==> config.mk <==
export PLATFORM = sky130hd
export DESIGN_NAME = spi_reg_bank
export DESIGN_NICKNAME = d
export VERILOG_FILES = /design/src/rtl/spi_reg_bank.sv
export SDC_FILE = /design/constraint.sdc
export NUM_CORES = 1
export LEC_CHECK = 0
export ABC_AREA = 1
export CORE_ASPECT_RATIO = 0.9
export CORE_MARGIN = 10
export CORE_UTILIZATION = 36
export CTS_CLUSTER_SIZE = 14
export DETAILED_ROUTE_END_ITERATION = 10
export GPL_ROUTABILITY_DRIVEN = 0
export PLACE_DENSITY = 0.56
export SLEW_MARGIN = 0
export SYNTH_ARGS = -nofsm -noshare
export SYNTH_HDL_FRONTEND = slang
export SYNTH_SLANG_ARGS = --single-unit
export TNS_END_PERCENT = 5
==> constraint.sdc <==
create_clock -name clk -period 2.4 [get_ports clk]
set_clock_uncertainty 0.2 [all_clocks]
set_input_delay 0.24 -clock clk [delete_from_list [all_inputs] [get_ports clk]]
set_output_delay 0.24 -clock clk [all_outputs]
set_load 0.05 [all_outputs]
==> src/rtl/spi_reg_bank.sv <==
// SPI mode-0 target register bank. Pad inputs are synchronised into clk; frames are
// {rw, addr, data} MSB first and writes commit only when exactly TOTAL bits were clocked.
module spi_reg_bank #(
  parameter int NUM_REGS    = 8,
  parameter int ADDR_W      = 7,
  parameter int DATA_W      = 8,
  parameter int SYNC_STAGES = 2
) (
  input  logic                       clk,
  input  logic                       rst_n,
  input  logic                       sclk,
  input  logic                       ncs,
  input  logic                       copi,
  output logic                       cipo,
  output logic                       cipo_oe,
  output logic [NUM_REGS*DATA_W-1:0] regs_flat,
  output logic                       wr_pulse,
  output logic [ADDR_W-1:0]          wr_addr,
  output logic                       err_pulse
);
  localparam int HDR_LEN = 1 + ADDR_W;
  localparam int TOTAL   = HDR_LEN + DATA_W;
  localparam int CNT_W   = $clog2(TOTAL + 2);
  localparam logic [CNT_W-1:0] CNT_HDR  = CNT_W'(HDR_LEN);
  localparam logic [CNT_W-1:0] CNT_FULL = CNT_W'(TOTAL);
  localparam logic [CNT_W-1:0] CNT_OVR  = CNT_W'(TOTAL + 1);
  localparam logic [ADDR_W:0]  NREGS    = (ADDR_W + 1)'(NUM_REGS);

  typedef enum logic [1:0] {IDLE, HDR, DATA, COMMIT} state_e;

  logic [SYNC_STAGES-1:0] sclk_sync_q, ncs_sync_q, copi_sync_q;
  logic                   sclk_dly_q, ncs_dly_q;
  logic                   sclk_s, ncs_s, copi_s;
  logic                   sclk_rise_s, sclk_fall_s, ncs_rise_s, ncs_fall_s;

  state_e                 state_q, state_d;
  logic [CNT_W-1:0]       cnt_q, cnt_d;
  logic [TOTAL-1:0]       in_sh_q, in_sh_d;
  logic                   rw_q, rw_d;
  logic [ADDR_W-1:0]      addr_q, addr_d;
  logic [DATA_W-1:0]      out_sh_q, out_sh_d;
  logic                   cipo_oe_q, cipo_oe_d;
  logic                   wr_pulse_q, wr_pulse_d;
  logic                   err_pulse_q, err_pulse_d;
  logic [ADDR_W-1:0]      wr_addr_q, wr_addr_d;
  logic [NUM_REGS-1:0][DATA_W-1:0] regs_q, regs_d;

  logic [TOTAL-1:0]       hdr_word_s;
  logic [ADDR_W-1:0]      hdr_addr_s;
  logic                   hdr_rw_s;
  logic [DATA_W-1:0]      rd_val_s;
  logic                   addr_ok_s;

  // Pad synchronisers plus one delayed copy of the last stage for edge detection.
  always_ff @(posedge clk or negedge rst_n) begin
    if (!rst_n) begin
      sclk_sync_q <= {SYNC_STAGES{1'b0}};
      ncs_sync_q  <= {SYNC_STAGES{1'b1}};
      copi_sync_q <= {SYNC_STAGES{1'b0}};
      sclk_dly_q  <= 1'b0;
      ncs_dly_q   <= 1'b1;
    end else begin
      sclk_sync_q <= {sclk_sync_q[SYNC_STAGES-2:0], sclk};
      ncs_sync_q  <= {ncs_sync_q[SYNC_STAGES-2:0], ncs};
      copi_sync_q <= {copi_sync_q[SYNC_STAGES-2:0], copi};
      sclk_dly_q  <= sclk_sync_q[SYNC_STAGES-1];
      ncs_dly_q   <= ncs_sync_q[SYNC_STAGES-1];
    end
  end

  assign sclk_s      = sclk_sync_q[SYNC_STAGES-1];
  assign ncs_s       = ncs_sync_q[SYNC_STAGES-1];
  assign copi_s      = copi_sync_q[SYNC_STAGES-1];
  assign sclk_rise_s = sclk_s & ~sclk_dly_q;
  assign sclk_fall_s = ~sclk_s & sclk_dly_q;
  assign ncs_rise_s  = ncs_s & ~ncs_dly_q;
  assign ncs_fall_s  = ~ncs_s & ncs_dly_q;

  // The in-shifter as it will look after the current rising edge; header fields come from it.
  assign hdr_word_s = {in_sh_q[TOTAL-2:0], copi_s};
  assign hdr_addr_s = hdr_word_s[ADDR_W-1:0];
  assign hdr_rw_s   = hdr_word_s[ADDR_W];
  assign addr_ok_s  = ({1'b0, addr_q} < NREGS);

  // Read-back mux; an out-of-range address matches no register and yields zero.
  always_comb begin
    rd_val_s = {DATA_W{1'b0}};
    for (int k = 0; k < NUM_REGS; k++) begin
      rd_val_s = rd_val_s | ((hdr_addr_s == ADDR_W'(k)) ? regs_q[k] : {DATA_W{1'b0}});
    end
  end

  // Frame FSM and datapath next-state.
  always_comb begin
    state_d     = state_q;
    cnt_d       = cnt_q;
    in_sh_d     = in_sh_q;
    rw_d        = rw_q;
    addr_d      = addr_q;
    out_sh_d    = out_sh_q;
    cipo_oe_d   = cipo_oe_q;
    wr_pulse_d  = 1'b0;
    err_pulse_d = 1'b0;
    wr_addr_d   = wr_addr_q;
    regs_d      = regs_q;
    case (state_q)
      IDLE: begin
        if (ncs_fall_s) begin
          state_d  = HDR;
          cnt_d    = {CNT_W{1'b0}};
          in_sh_d  = {TOTAL{1'b0}};
          out_sh_d = {DATA_W{1'b0}};
          rw_d     = 1'b0;
          addr_d   = {ADDR_W{1'b0}};
        end else begin
          state_d = IDLE;
        end
      end
      HDR: begin
        if (ncs_rise_s) begin
          state_d = COMMIT;
        end else if (sclk_rise_s) begin
          cnt_d   = cnt_q + CNT_W'(1);
          in_sh_d = hdr_word_s;
          if (cnt_q == CNT_HDR - CNT_W'(1)) begin
            state_d = DATA;
            rw_d    = hdr_rw_s;
            addr_d  = hdr_addr_s;
            if (!hdr_rw_s) begin
              out_sh_d  = rd_val_s;
              cipo_oe_d = 1'b1;
            end else begin
              out_sh_d = {DATA_W{1'b0}};
            end
          end else begin
            state_d = HDR;
          end
        end else begin
          state_d = HDR;
        end
      end
      DATA: begin
        if (ncs_rise_s) begin
          state_d = COMMIT;
        end else if (sclk_rise_s) begin
          if (cnt_q < CNT_FULL) begin
            in_sh_d = hdr_word_s;
          end else begin
            in_sh_d = in_sh_q;
          end
          if (cnt_q != CNT_OVR) begin
            cnt_d = cnt_q + CNT_W'(1);
          end else begin
            cnt_d = cnt_q;
          end
        end else if (sclk_fall_s && !rw_q && (cnt_q > CNT_HDR)) begin
          // The first falling edge after the header keeps the MSB on the line.
          out_sh_d = {out_sh_q[DATA_W-2:0], 1'b0};
        end else begin
          state_d = DATA;
        end
      end
      COMMIT: begin
        state_d   = IDLE;
        cipo_oe_d = 1'b0;
        out_sh_d  = {DATA_W{1'b0}};
        if ((cnt_q == CNT_FULL) && addr_ok_s) begin
          if (rw_q) begin
            wr_pulse_d = 1'b1;
            wr_addr_d  = addr_q;
            for (int k = 0; k < NUM_REGS; k++) begin
              regs_d[k] = (addr_q == ADDR_W'(k)) ? in_sh_q[DATA_W-1:0] : regs_q[k];
            end
          end else begin
            wr_pulse_d = 1'b0;
          end
        end else begin
          err_pulse_d = 1'b1;
        end
      end
      default: begin
        state_d = IDLE;
      end
    endcase
  end

  // State and datapath registers.
  always_ff @(posedge clk or negedge rst_n) begin
    if (!rst_n) begin
      state_q     <= IDLE;
      cnt_q       <= {CNT_W{1'b0}};
      in_sh_q     <= {TOTAL{1'b0}};
      rw_q        <= 1'b0;
      addr_q      <= {ADDR_W{1'b0}};
      out_sh_q    <= {DATA_W{1'b0}};
      cipo_oe_q   <= 1'b0;
      wr_pulse_q  <= 1'b0;
      err_pulse_q <= 1'b0;
      wr_addr_q   <= {ADDR_W{1'b0}};
      regs_q      <= {(NUM_REGS*DATA_W){1'b0}};
    end else begin
      state_q     <= state_d;
      cnt_q       <= cnt_d;
      in_sh_q     <= in_sh_d;
      rw_q        <= rw_d;
      addr_q      <= addr_d;
      out_sh_q    <= out_sh_d;
      cipo_oe_q   <= cipo_oe_d;
      wr_pulse_q  <= wr_pulse_d;
      err_pulse_q <= err_pulse_d;
      wr_addr_q   <= wr_addr_d;
      regs_q      <= regs_d;
    end
  end

  assign cipo      = out_sh_q[DATA_W-1];
  assign cipo_oe   = cipo_oe_q;
  assign regs_flat = regs_q;
  assign wr_pulse  = wr_pulse_q;
  assign wr_addr   = wr_addr_q;
  assign err_pulse = err_pulse_q;

endmodule
==> flow_metrics.tcl <==
set metrics [dict create \
    status "complete, no violations" \
    cp.arrival_ns 2.33 \
    power_density_mw_per_mm2 929 \
    p_leak_uw 0.00342 \
    grt_max_degree 65 \
    worstReg2RegStart "addr_q[4]" \
    yosysMostFrequentCell "nand2_1" \
    crit_family "simple AND/OR/NAND/NOR gates" \
    hold_path.class "input pin to flip-flop" \
    tightest_slew_ns 0.658 \
    start_util_pct 37.0 \
    syn-cell-area_mm2 0.00548 \
    antenna_cells 0 \
    dieWidth_um 150 \
    dieHeight_um 137 \
    final_util_pct 48.4 \
    slew_viol_final 0 \
    cts_setup_buffers 0 \
    ys_seq_area_share_pct 51.7 \
    setup_viol 0 \
    cp.depth 8 \
    crit_type "flip-flop to flip-flop" \
    grt.met1_usage_pct 21.6 \
    clock_sinks 113 \
    dieArea_mm2 0.0206 \
    num_rows 42 \
    top_usage_layer "met2" \
    nFillCells 1439 \
    grt_overflow 0 \
    slowest_stage "dfrtp_1" \
    synth_common_cells "nand2_1 (208), dfrtp_1 (110), nand3_1 (83), nor2_1 (47), o21ai_0 (46)" \
    drt_iter0_drc 387 \
    clk_latency_ns 0.41 \
    ys.warnings.count 0 \
    fin_crit_ns 2.17 \
    drive_gt1_share_pct 10.8 \
    yosys-top-cells-area "dfrtp_1 (50%), nand2_1 (14%), nand3_1 (7.6%)" \
    synth_nets 663 \
    grt_pass1_wl_um 25800 \
    cts_buffers 17 \
    drc_errors 0 \
    nets 768 \
    dr.pass1.iters 5 \
    postRouteAntennaNets 0 \
    crit_path_start "addr_q[4]" \
    avgViaCountPerCell 4.92 \
    synth_ff_type "dfrtp_1" \
    cts.reportedPaths.clkPinSlew_ns 0.05 \
    drt-total-wl_um 16100 \
    maxCapViolations 0 \
    grt_usage_pct 16.1 \
    crit_chain "inv_1 -> nand3_1 -> inv_1 -> nand4_1 -> nor2_1 -> buf_4 -> nand2_1 -> nand2_1" \
    totalNegativeSetupSlack_ns 0 \
    worstPathRequired_ns 2.56 \
    synth-edff-count 0 \
    hp-start "ncs" \
    grt_pass1_vias 4694 \
    timing.hold.ws_ns 0.0440 \
    io_buffers 79 \
    cts-root-buf "clkbuf_16" \
    netlist_instances 649 \
    slowest_delay_ns 0.37 \
    cts_max_path_buffers 2 \
    yosys.area.top_type_share_pct 50.2 \
    slew_headroom_pct 55.8 \
    worst_r2r_path_depth 8 \
    io-pin-count 80 \
    cts_htree_levels 4 \
    syn_to_final_growth_pct 30.8 \
    whs_path_depth 1 \
    place_hpwl_um 11900 \
    hold_end "ncs_sync_q[0]" \
    antenna_found_initial 0 \
    regToRegEndpoint "regs_flat[48]" \
    hold_viol_final 0 \
    ir_worst_vdd_uv 825 \
    ys_ff_latch 113 \
    grtUsageMet2_pct 24.8 \
    critPathCaptureType "flip-flop" \
    coreArea_mm2 0.0148 \
    stdcell_area_mm2 0.00717 \
    dpl_cell_area_mm2 0.00660 \
    clock.fmax_ghz 0.460 \
    wire_per_inst_um 16.7 \
    cp-start-kind "flip-flop" \
    use_met3_pct 4.52 \
    synth_top_cell_by_area "dfrtp_1" \
    vias 4742 \
    rsz0062_at_grt "no" \
    period_share_pct 90.6 \
    async_flop_share_pct 100 \
    critical_path_peak_fanout 9 \
    synth_cell_type_count 31 \
    p_total_uw 6660 \
    avgSynthCellArea_um2 8.44 \
    reg2reg_slack_ns 0.23 \
    cp.buffers_inverters 3 \
    cts_tree "yes" \
]
-- power by group --
| part | switching [uW] | leakage (uW) | internal, uW | total, uW |
|---|---|---|---|---|
| registers | 174 | 0.00154 | 2050 | 2230 |
| clock network | 837 | 0.000281 | 1540 | 2370 |
| logic | 1480 | 0.00160 | 579 | 2060 |
-- worst register-to-register path, stage by stage, from the launching register on --
cell     delay [ns]
dfrtp_1        0.37
inv_1          0.07
nand3_1        0.27
inv_1          0.22
nand4_1        0.36
nor2_1         0.33
buf_4          0.19
nand2_1        0.05
nand2_1        0.06
-- routing by layer --
metal / wire length (um) / share of wire [%] / up-vias
met3: 877 / 5.4 / 21
met1: 7600 / 47 / 2250
met2: 7410 / 46 / 126
met4: 234 / 1.5 / 0
li1: - / - / 2345
met5: 0 / 0 / -
-- timing repair --
action                                 4_1_cts  5_1_grt
gates resized for setup                      0        0
hold buffers                                 1        0
setup endpoints to repair                    0        0
endpoints found under the hold margin       86        0
-- metrics by stage --
step	setup WS, ns	std cells
finish	0.226	963
global placement	0.318	932
detailed placement	0.259	932
floorplan	0.217	649
global route	0.0480	963
CTS	0.235	963
-- layout by cell type, fill, tap and decap left out, drive strengths merged, types with 2 or more instances in the layout --
| master | count |
|---|---|
| nand4 | 6 |
| clkdlybuf4s50 | 78 |
| nand2 | 210 |
| inv | 42 |
| clkinv | 7 |
| o31ai | 11 |
| a21oi | 2 |
| nor3 | 7 |
| dfrtp | 110 |
| nor4 | 5 |
| ha | 9 |
| buf | 30 |
| o21ai | 76 |
| xor2 | 2 |
| clkbuf | 24 |
| nor2 | 49 |
| nand3 | 90 |
| dfstp | 3 |
-- sequential cells by signal, indices dropped and copies added (netlist names), named ones only --
signal       flops
in_sh_q          8
sclk_dly_q       1
rw_q             1
state_q          1
regs_flat       64
ncs_sync_q       2
copi_sync_q      2
err_pulse        1
out_sh_q         8
wr_pulse         1
sclk_sync_q      2
addr_q           7
cipo_oe          1
wr_addr          7
cnt_q            5
ncs_dly_q        1
-- logic make-up (layout without fill, tap and decap cells) --
family                   count (synthesis)  after routing  share of synthesized area [%]
AO/OA/AOI/OAI                           89             89                           9.18
flip-flops                             113            113                           51.7
adder cells (fa/ha/maj)                  9              9                           2.06
buffers and inverters                   67            183                           6.03
XOR/XNOR                                 3              3                          0.480
AND/OR/NAND/NOR                        368            368                           30.6
-- how the worst max path moves through the flow --
stage                     to  slack (ns)
3_5_place_dp   regs_flat[48]        0.26
2_1_floorplan  regs_flat[46]        0.22
3_3_place_gp   regs_flat[48]        0.32
4_1_cts        regs_flat[54]        0.23
5_1_grt             cnt_q[1]        0.05
6_report       regs_flat[48]        0.23
-- final cells by class --
| class | instances | area, um2 | share of cell area, % |
|---|---|---|---|
| Tap cell | 198 | 248 | 3.46 |
| Inverter | 44 | 165 | 2.30 |
| Timing Repair Buffer | 109 | 1040 | 14.5 |
| Multi-Input combinational cell | 469 | 2320 | 32.4 |
| Clock inverter | 6 | 55.1 | 0.768 |
| Clock buffer | 24 | 502 | 7.00 |
| Sequential cell | 113 | 2830 | 39.5 |
Power figures use the tool's default switching activity.
